===== config.mk =====
export PLATFORM = sky130hd
export DESIGN_NAME = demux_frame_driver
export DESIGN_NICKNAME = d
export VERILOG_FILES = /design/src/rtl/demux_pkg.sv /design/src/rtl/bit_timer.sv /design/src/rtl/demux_frame_driver.sv
export SDC_FILE = /design/constraint.sdc
export NUM_CORES = 1
export LEC_CHECK = 0
export ABC_AREA = 1
export BUFFER_PORTS_ARGS = -buffer_cell sky130_fd_sc_hd__buf_2
export CELL_PAD_IN_SITES_DETAIL_PLACEMENT = 0
export CELL_PAD_IN_SITES_GLOBAL_PLACEMENT = 1
export CORE_UTILIZATION = 35
export CTS_CLUSTER_SIZE = 16
export DETAILED_ROUTE_END_ITERATION = 7
export PLACE_DENSITY = 0.67
export SYNTH_ARGS = -nofsm -noshare
export SYNTH_HDL_FRONTEND = slang
export SYNTH_SLANG_ARGS = --single-unit

===== constraint.sdc =====
create_clock -name clk -period 2.4 [get_ports clk]
set_input_delay 0.24 -clock clk [delete_from_list [all_inputs] [get_ports clk]]
set_output_delay 0.24 -clock clk [all_outputs]
set_load 0.05 [all_outputs]

===== src/rtl/demux_pkg.sv =====
// demux_pkg: shared frame FSM encoding and parameter defaults for the demux frame driver
package demux_pkg;
  typedef enum logic [1:0] {
    IDLE  = 2'd0,
    START = 2'd1,
    DATA  = 2'd2,
    STOP  = 2'd3
  } state_t;
  localparam int CLKS_PER_BIT_DEF = 4;
  localparam int DATA_W_DEF = 8;
endpackage


===== src/rtl/bit_timer.sv =====
// bit_timer: counts CLKS_PER_BIT cycles while enabled and flags the last cycle of each bit period
module bit_timer #(
  parameter int CLKS_PER_BIT = 4
) (
  input  logic clk,
  input  logic rst_n,
  input  logic en,
  output logic bit_tick
);
  localparam int W = CLKS_PER_BIT > 1 ? $clog2(CLKS_PER_BIT) : 1;
  localparam logic [W-1:0] LAST = W'(CLKS_PER_BIT - 1);
  logic [W-1:0] cnt;
  assign bit_tick = en && cnt == LAST;
  // Idle clears the count so every frame starts on a full bit period
  always_ff @(posedge clk or negedge rst_n)
    if (!rst_n) cnt <= '0;
    else cnt <= (!en || bit_tick) ? '0 : cnt + 1'b1;
endmodule


===== src/rtl/demux_frame_driver.sv =====
// demux_frame_driver: serializes a word as start/data/stop bits onto a demux input
// while holding the demux channel select steady for the whole frame
module demux_frame_driver
  import demux_pkg::*;
#(
  parameter int CLKS_PER_BIT = CLKS_PER_BIT_DEF,
  parameter int DATA_W = DATA_W_DEF
) (
  input  logic              clk,
  input  logic              rst_n,
  input  logic              in_valid,
  output logic              in_ready,
  input  logic [DATA_W-1:0] in_data,
  input  logic [1:0]        in_chan,
  output logic              demux_in,
  output logic [1:0]        demux_signal,
  output logic              busy,
  output logic              frame_done
);
  localparam int BW = $clog2(DATA_W) + 1;
  localparam logic [BW-1:0] LAST_BIT = BW'(DATA_W - 1);
  state_t state, state_n;
  logic [BW-1:0] bit_cnt, bit_cnt_n;
  logic [DATA_W-1:0] shreg, shreg_n;
  logic tick;
  logic accept;
  bit_timer #(.CLKS_PER_BIT(CLKS_PER_BIT)) u_timer (
    .clk      (clk),
    .rst_n    (rst_n),
    .en       (state != IDLE),
    .bit_tick (tick)
  );
  assign in_ready = rst_n && state == IDLE;
  assign accept = in_valid && in_ready;
  always_ff @(posedge clk or negedge rst_n)
    if (!rst_n) state <= IDLE;
    else state <= state_n;
  always_comb begin
    state_n = state;
    bit_cnt_n = bit_cnt;
    shreg_n = shreg;
    case (state)
      IDLE: if (accept) begin
        state_n = START;
        shreg_n = in_data;
        bit_cnt_n = '0;
      end
      START: if (tick) state_n = DATA;
      DATA: if (tick) begin
        state_n = bit_cnt == LAST_BIT ? STOP : DATA;
        bit_cnt_n = bit_cnt + 1'b1;
        shreg_n = shreg >> 1;
      end
      STOP: if (tick) state_n = IDLE;
    endcase
  end
  // Outputs are registered from the next state so the line changes on the same edge as the FSM
  always_ff @(posedge clk or negedge rst_n)
    if (!rst_n) begin
      bit_cnt <= '0;
      shreg <= '0;
      demux_in <= 1'b0;
      demux_signal <= 2'b00;
      busy <= 1'b0;
      frame_done <= 1'b0;
    end else begin
      bit_cnt <= bit_cnt_n;
      shreg <= shreg_n;
      demux_in <= state_n == START || (state_n == DATA && shreg_n[0]);
      busy <= state_n != IDLE;
      frame_done <= state == STOP && state_n == IDLE;
      if (accept) demux_signal <= in_chan;
    end
endmodule


# Yosys cells after proc, flatten, opt, wreduce, memory -nomap -nowiden
# Cells that the tools add are included.
[word_totals]
regBits = 21
romBits = 0
word_cells = 47
latch_bits = 0
inputBits = 13
n_memories = 0
ramBits = 0
[classes]
muxes = 13
n_bitwise = 0
n_addsub = 2
n_shift = 0
eq_ne = 9
magnitude_cmp = 0
reduce_logical = 14
div = 0
multipliers = 0
[ops]
columns = ["operator", "count"]
rows = [
  ["$mux W8", 2],
  ["$pmux W8 S2", 1],
  ["$mux W2", 5],
  ["$eq A2 B2 Y1 const B", 4],
  ["$mux W4", 2],
  ["$pmux W2 S4", 1],
  ["$pmux W4 S2", 1],
  ["$reduce_bool A2 Y1", 3],
  ["$logic_and A1 B1 Y1", 5],
  ["$add A4 B1 Y4 const B", 1],
  ["$eq A2 B1 Y1 const B", 2],
  ["$eq A4 B3 Y1 const B", 1],
  ["$logic_not A2 Y1", 2],
  ["$reduce_and A3 Y1", 1],
  ["$add A2 B1 Y2 const B", 1],
  ["$logic_or A1 B1 Y1", 2],
  ["$ne A2 B1 Y1 const B", 1],
  ["$ne A2 B2 Y1 const B", 1],
  ["$logic_not A1 Y1", 1],
  ["$mux W1", 1],
]

# Logic depth before layout (Yosys ltp)
[logic_depth]
depth_word = 8
depth_mapped = 9
mapped_depth_nobuf = 9

# Modules after synthesis
# Synthesis repeated with hierarchy kept, for this count alone.
[hier_totals]
hier_cells = 113
hier_area_um2 = 1014.7
[modules_own_cells]
columns = ["module", "area_per_inst_um2", "seq_area_each_um2", "n_inst", "cells_each"]
rows = [
  ["demux_frame_driver", 925.9, 475.5, 1, 103],
  ["bit_timer", 88.8, 50.0, 1, 10],
]

# Least setup slack after synthesis
# No wires, ideal clock.
[synth_path]
kind = "register -> output"
startpoint = "register state[1]"
endpoint = "output port in_ready"
t_arrival_ns = 1.345
path_slack_ns = 0.815
stages_incl_launch_ff = 4
path_buffers = 0
required_time_ns = 2.160
cell_sequence = "dfrtp_1 > nor2_4 > inv_1 > nor2_1"
[synth_via]
elab_chain_cells = 2
[synth_lines]
columns = ["item", "line", "source"]
rows = [
  ["start, declared", "demux_frame_driver.sv:22", "state_t state, state_n;"],
  ["start signal, assigned", "demux_frame_driver.sv:37", "else state <= state_n;"],
  ["$logic_not A2 Y1", "demux_frame_driver.sv:33", "assign in_ready = rst_n && state == IDLE;"],
  ["$logic_and A1 B1 Y1", "demux_frame_driver.sv:33", ""],
  ["end, declared", "demux_frame_driver.sv:12", "output logic in_ready,"],
]
# No other way between the ends.

# Worst setup path after layout
[layout_path]
startpoint = "input port rst_n"
endpoint = "output port in_ready"
[layout_via]
elab_chain_cells = 1
[layout_lines]
columns = ["item", "line", "source"]
rows = [
  ["start, declared", "demux_frame_driver.sv:10", "input logic rst_n,"],
  ["$logic_and A1 B1 Y1", "demux_frame_driver.sv:33", ""],
]
# No other way between the ends.

==> key figures <==
Run status
  • Status: completed

GRT
  • GRT Util Overall: between 10% and 20%
  • Initial antenna violation count: 0
  • Congestion Overflow GR: 0
  • Number of global-route vias before repair: 672
  • Largest net degree at the start of global routing: 16
  • First-pass GRT wire length: a little over 3000 um

Power
  • Switching Fraction: 44.3%
  • Int Pwr: 734 uW
  • Max IR drop VDD: 0.000583 V
  • Power Dens Cells: 1160 nW/um2
  • P_sw: roughly 580 uW
  • Share of power burned in registers: 43.6%
  • Lkg Pwr: ~0.00059 uW
  • Comb pwr share: 43.5%
  • Clock power share: 12.9%
  • Total power draw: 1320 uW

Yosys
  • Top post-synthesis cells by area: dfrtp_1 (53%), nand2_1 (11%), inv_1 (6.5%)
  • Synth top area share: 53.4%
  • Flip-flop and latch count after synthesis: 21
  • Mapped Cells: roughly 110
  • Post-synth EDFFs: 0
  • Sequential area share after synthesis: 53.4%
  • Top_reg_cell synth: dfrtp_1
  • Adder-Cell Fraction of Synth Area: 2.54%
  • Post-Syn Area per Cell: 9.02 um2
  • Mux contribution to synthesized area: 0%
  • Xor-xnor portion of the synthesized cell area: 0.891%
  • Post-Synth Simple-Gate Area: roughly 25%
  • Largest family of logic cells by synthesized area: simple AND/OR/NAND/NOR gates
  • Area leader, netlist: dfrtp_1
  • Synth warn: 0
  • Syn Nets: 124
  • Most frequent cell after synthesis: nand2_1
  • Async S/R FF share, synth: 100%
  • Synth unique cells: 25
  • Netlist Area Pre-Place: 983 um2
  • Post-synth top cells: nand2_1 (29), dfrtp_1 (21), inv_1 (17)
  • Synth Area in Compound Gates: 8.65%

Drt
  • Vias: 739
  • Antenna viol nets, final: 0
  • Detailed-route wire length: 1770 um
  • First-pass iteration count of the detailed router: 4
  • Routed wire per std cell: about 11 um
  • Residual DRC count: 0
  • DRT iter0 DRCs: 5
  • Via/cell ratio: approximately 4.6

STA
  • Min Hold Slack: 0.127 ns
  • Final period util: 73.3%
  • Final Hold Viols: 0
  • RSZ-0062 raised after global routing: no
  • Endpoints failing setup: 0
  • Slew @ Worst Pin: 0.366 ns
  • Slew HR: 75.6%
  • Final min period: 1.76 ns
  • Maximum clock rate: about 0.57 GHz
  • Slew Limit Fails: 0
  • Worst setup skew after layout: 0.00477 ns
  • Setup_tns: 0 ns
  • Worst Slack Setup Final: 0.640 ns

Clocking
  • Num CTS Buffers: 3
  • Clock Sinks: 21
  • Postcts setup bufs: 0
  • Clk buf depth: 2
  • TritonCTS clock tree: done
  • CTS clock-pin slew for the worst setup and hold paths: roughly 0.12 ns
  • Clk Tree Root Cell: clkbuf_4
  • H-tree depth: 1
  • Clk_lat worst skew: around 0.30 ns

Placement
  • IO Port Bufs: 18
  • Pre-CTS setup slack: roughly 0.85 ns
  • Detail Placement HPWL: between 1000 and 1500 um
  • Placed Area: around 1100 um2
  • Routability cong.: 0.727

Final layout
  • Nets: 147
  • Storage cell area: approximately 530 um2
  • Layout area overhead: 15.5%
  • Fillers: 280
  • Finished Cell Area: 1140 um2
  • Layout cells sized above 1: 24.4%
  • N_diodes: 0
  • Area used by multi-input combinational logic: 364 um2

Critical path
  • CP required: 2.16 ns
  • Flop-to-flop setup slack: 0.85 ns
  • Worst path cell trace: dlygate4sd3_1 -> buf_2 -> inv_1 -> nor2_1 -> buf_2
  • Critical Path Sink Type: primary output
  • Slowest CP cell: dlygate4sd3_1
  • Arr. time, crit path: 1.52 ns
  • CP startpoint kind: primary input
  • CP Class: primary input to primary output
  • R2R depth: 8
  • Worst flop-to-flop path endpoint: demux_in$_DFF_PN0_
  • Crit Reg-Reg Startpoint: u_timer.cnt[0]$_DFF_PN0_
  • Most frequent cell on the critical path: buf_2
  • Worst-path fanout max: 15
  • Crit-path max cell delay: 0.52 ns

Die
  • DIE AREA: 3030 um2
  • Core Area: 2570 um2
  • Std cell rows: 18
  • Initial Util: 38.3%
  • Die X: 55.0 um
  • IO Pins: 19
  • Die Height: 55.0 um

Worst hold path
  • Hold path startpoint: in_chan[0]
  • Hold Path Sink: demux_signal[0]$_DFFE_PN0N_
  • Worst min path class: primary input to flip-flop
  • WHS Path Cells: 3

Flow run
  • Max Cap Violations: 0
## power by group through the flow
stage	Combinational [uW]	Sequential, uW	Clock, uW
6_report	574	575	170
3_5_place_dp	583	583	0
4_1_cts	581	577	178
2_1_floorplan	331	697	0
5_1_grt	660	596	194
3_3_place_gp	570	582	0
## placed cells by master (no fill, tap or decap), drive strengths merged
cell type    count
nand2           31
dfrtp           21
inv             20
buf             19
nor2            10
nand3            6
o221ai           5
clkbuf           4
a21oi            3
o21ai            3
nor3             2
ha               2
nand4            1
nor3b            1
o211ai           1
xor2             1
dlygate4sd3      1
## worst max-delay path, delay by kind of cell
| kind | cells | cell delay, ns |
|---|---|---|
| buf+inv | 4 | 1.18 |
| simple gates | 1 | 0.09 |
## through the flow
step	util [%]	std cells
floorplan	-	109
global placement	42.8	156
detailed placement	42.8	156
CTS	44.2	161
global route	44.2	161
finish	44.2	161
## cells by family (layout without fill, tap and decap cells)
group / count (synthesis) / after routing
buffers and inverters: 22 / 44
DFF: 21 / 21
and+or+nand+nor: 51 / 51
AOI/OAI and AO/OA: 12 / 12
adders and majority gates: 2 / 2
xor gates and xnor gates: 1 / 1
## area by class of cell
class                   instances  area share [%]
clock buffers                   4            2.31
inverters                      20            6.61
multi-input cells              66            32.0
flip-flops and latches         21            46.3
well taps                      30            3.30
repair buffers                 20            9.47
## worst max-delay path by stage
stage	startpoint	endpoint	slack, ns	cells past startpoint
after floorplan	state[1]$_DFF_PN0_	in_ready	0.82	3
after global placement	u_timer.cnt[0]$_DFF_PN0_	demux_in$_DFF_PN0_	0.90	8
after detailed placement	u_timer.cnt[0]$_DFF_PN0_	demux_in$_DFF_PN0_	0.85	8
after CTS	rst_n	in_ready	0.61	5
after global routing	rst_n	in_ready	0.47	5
final	rst_n	in_ready	0.64	5
## metal layers
layer	GRT usage (%)	vias to the layer above	wire, um	share of wire [%]
met4	8.75	0	46	2.6
li1	-	388	-	-
met1	20.8	329	932	53
met2	21.5	18	723	41
met3	3.28	4	66	3.7
met5	0	-	0	0
## flip-flops by register name (all words and copies together), names as in the netlist
signal / count
shreg: 8
bit_cnt: 4
demux_signal: 2
state: 2
u_timer.cnt: 2
busy: 1
demux_in: 1
frame_done: 1
## what timing repair did
item | in CTS | in global routing
gates resized for setup | 0 | 0
hold buffers | 1 | 0
hold endpoints to repair | 11 | 0
No activity file was read; power rests on OpenSTA's default activity.
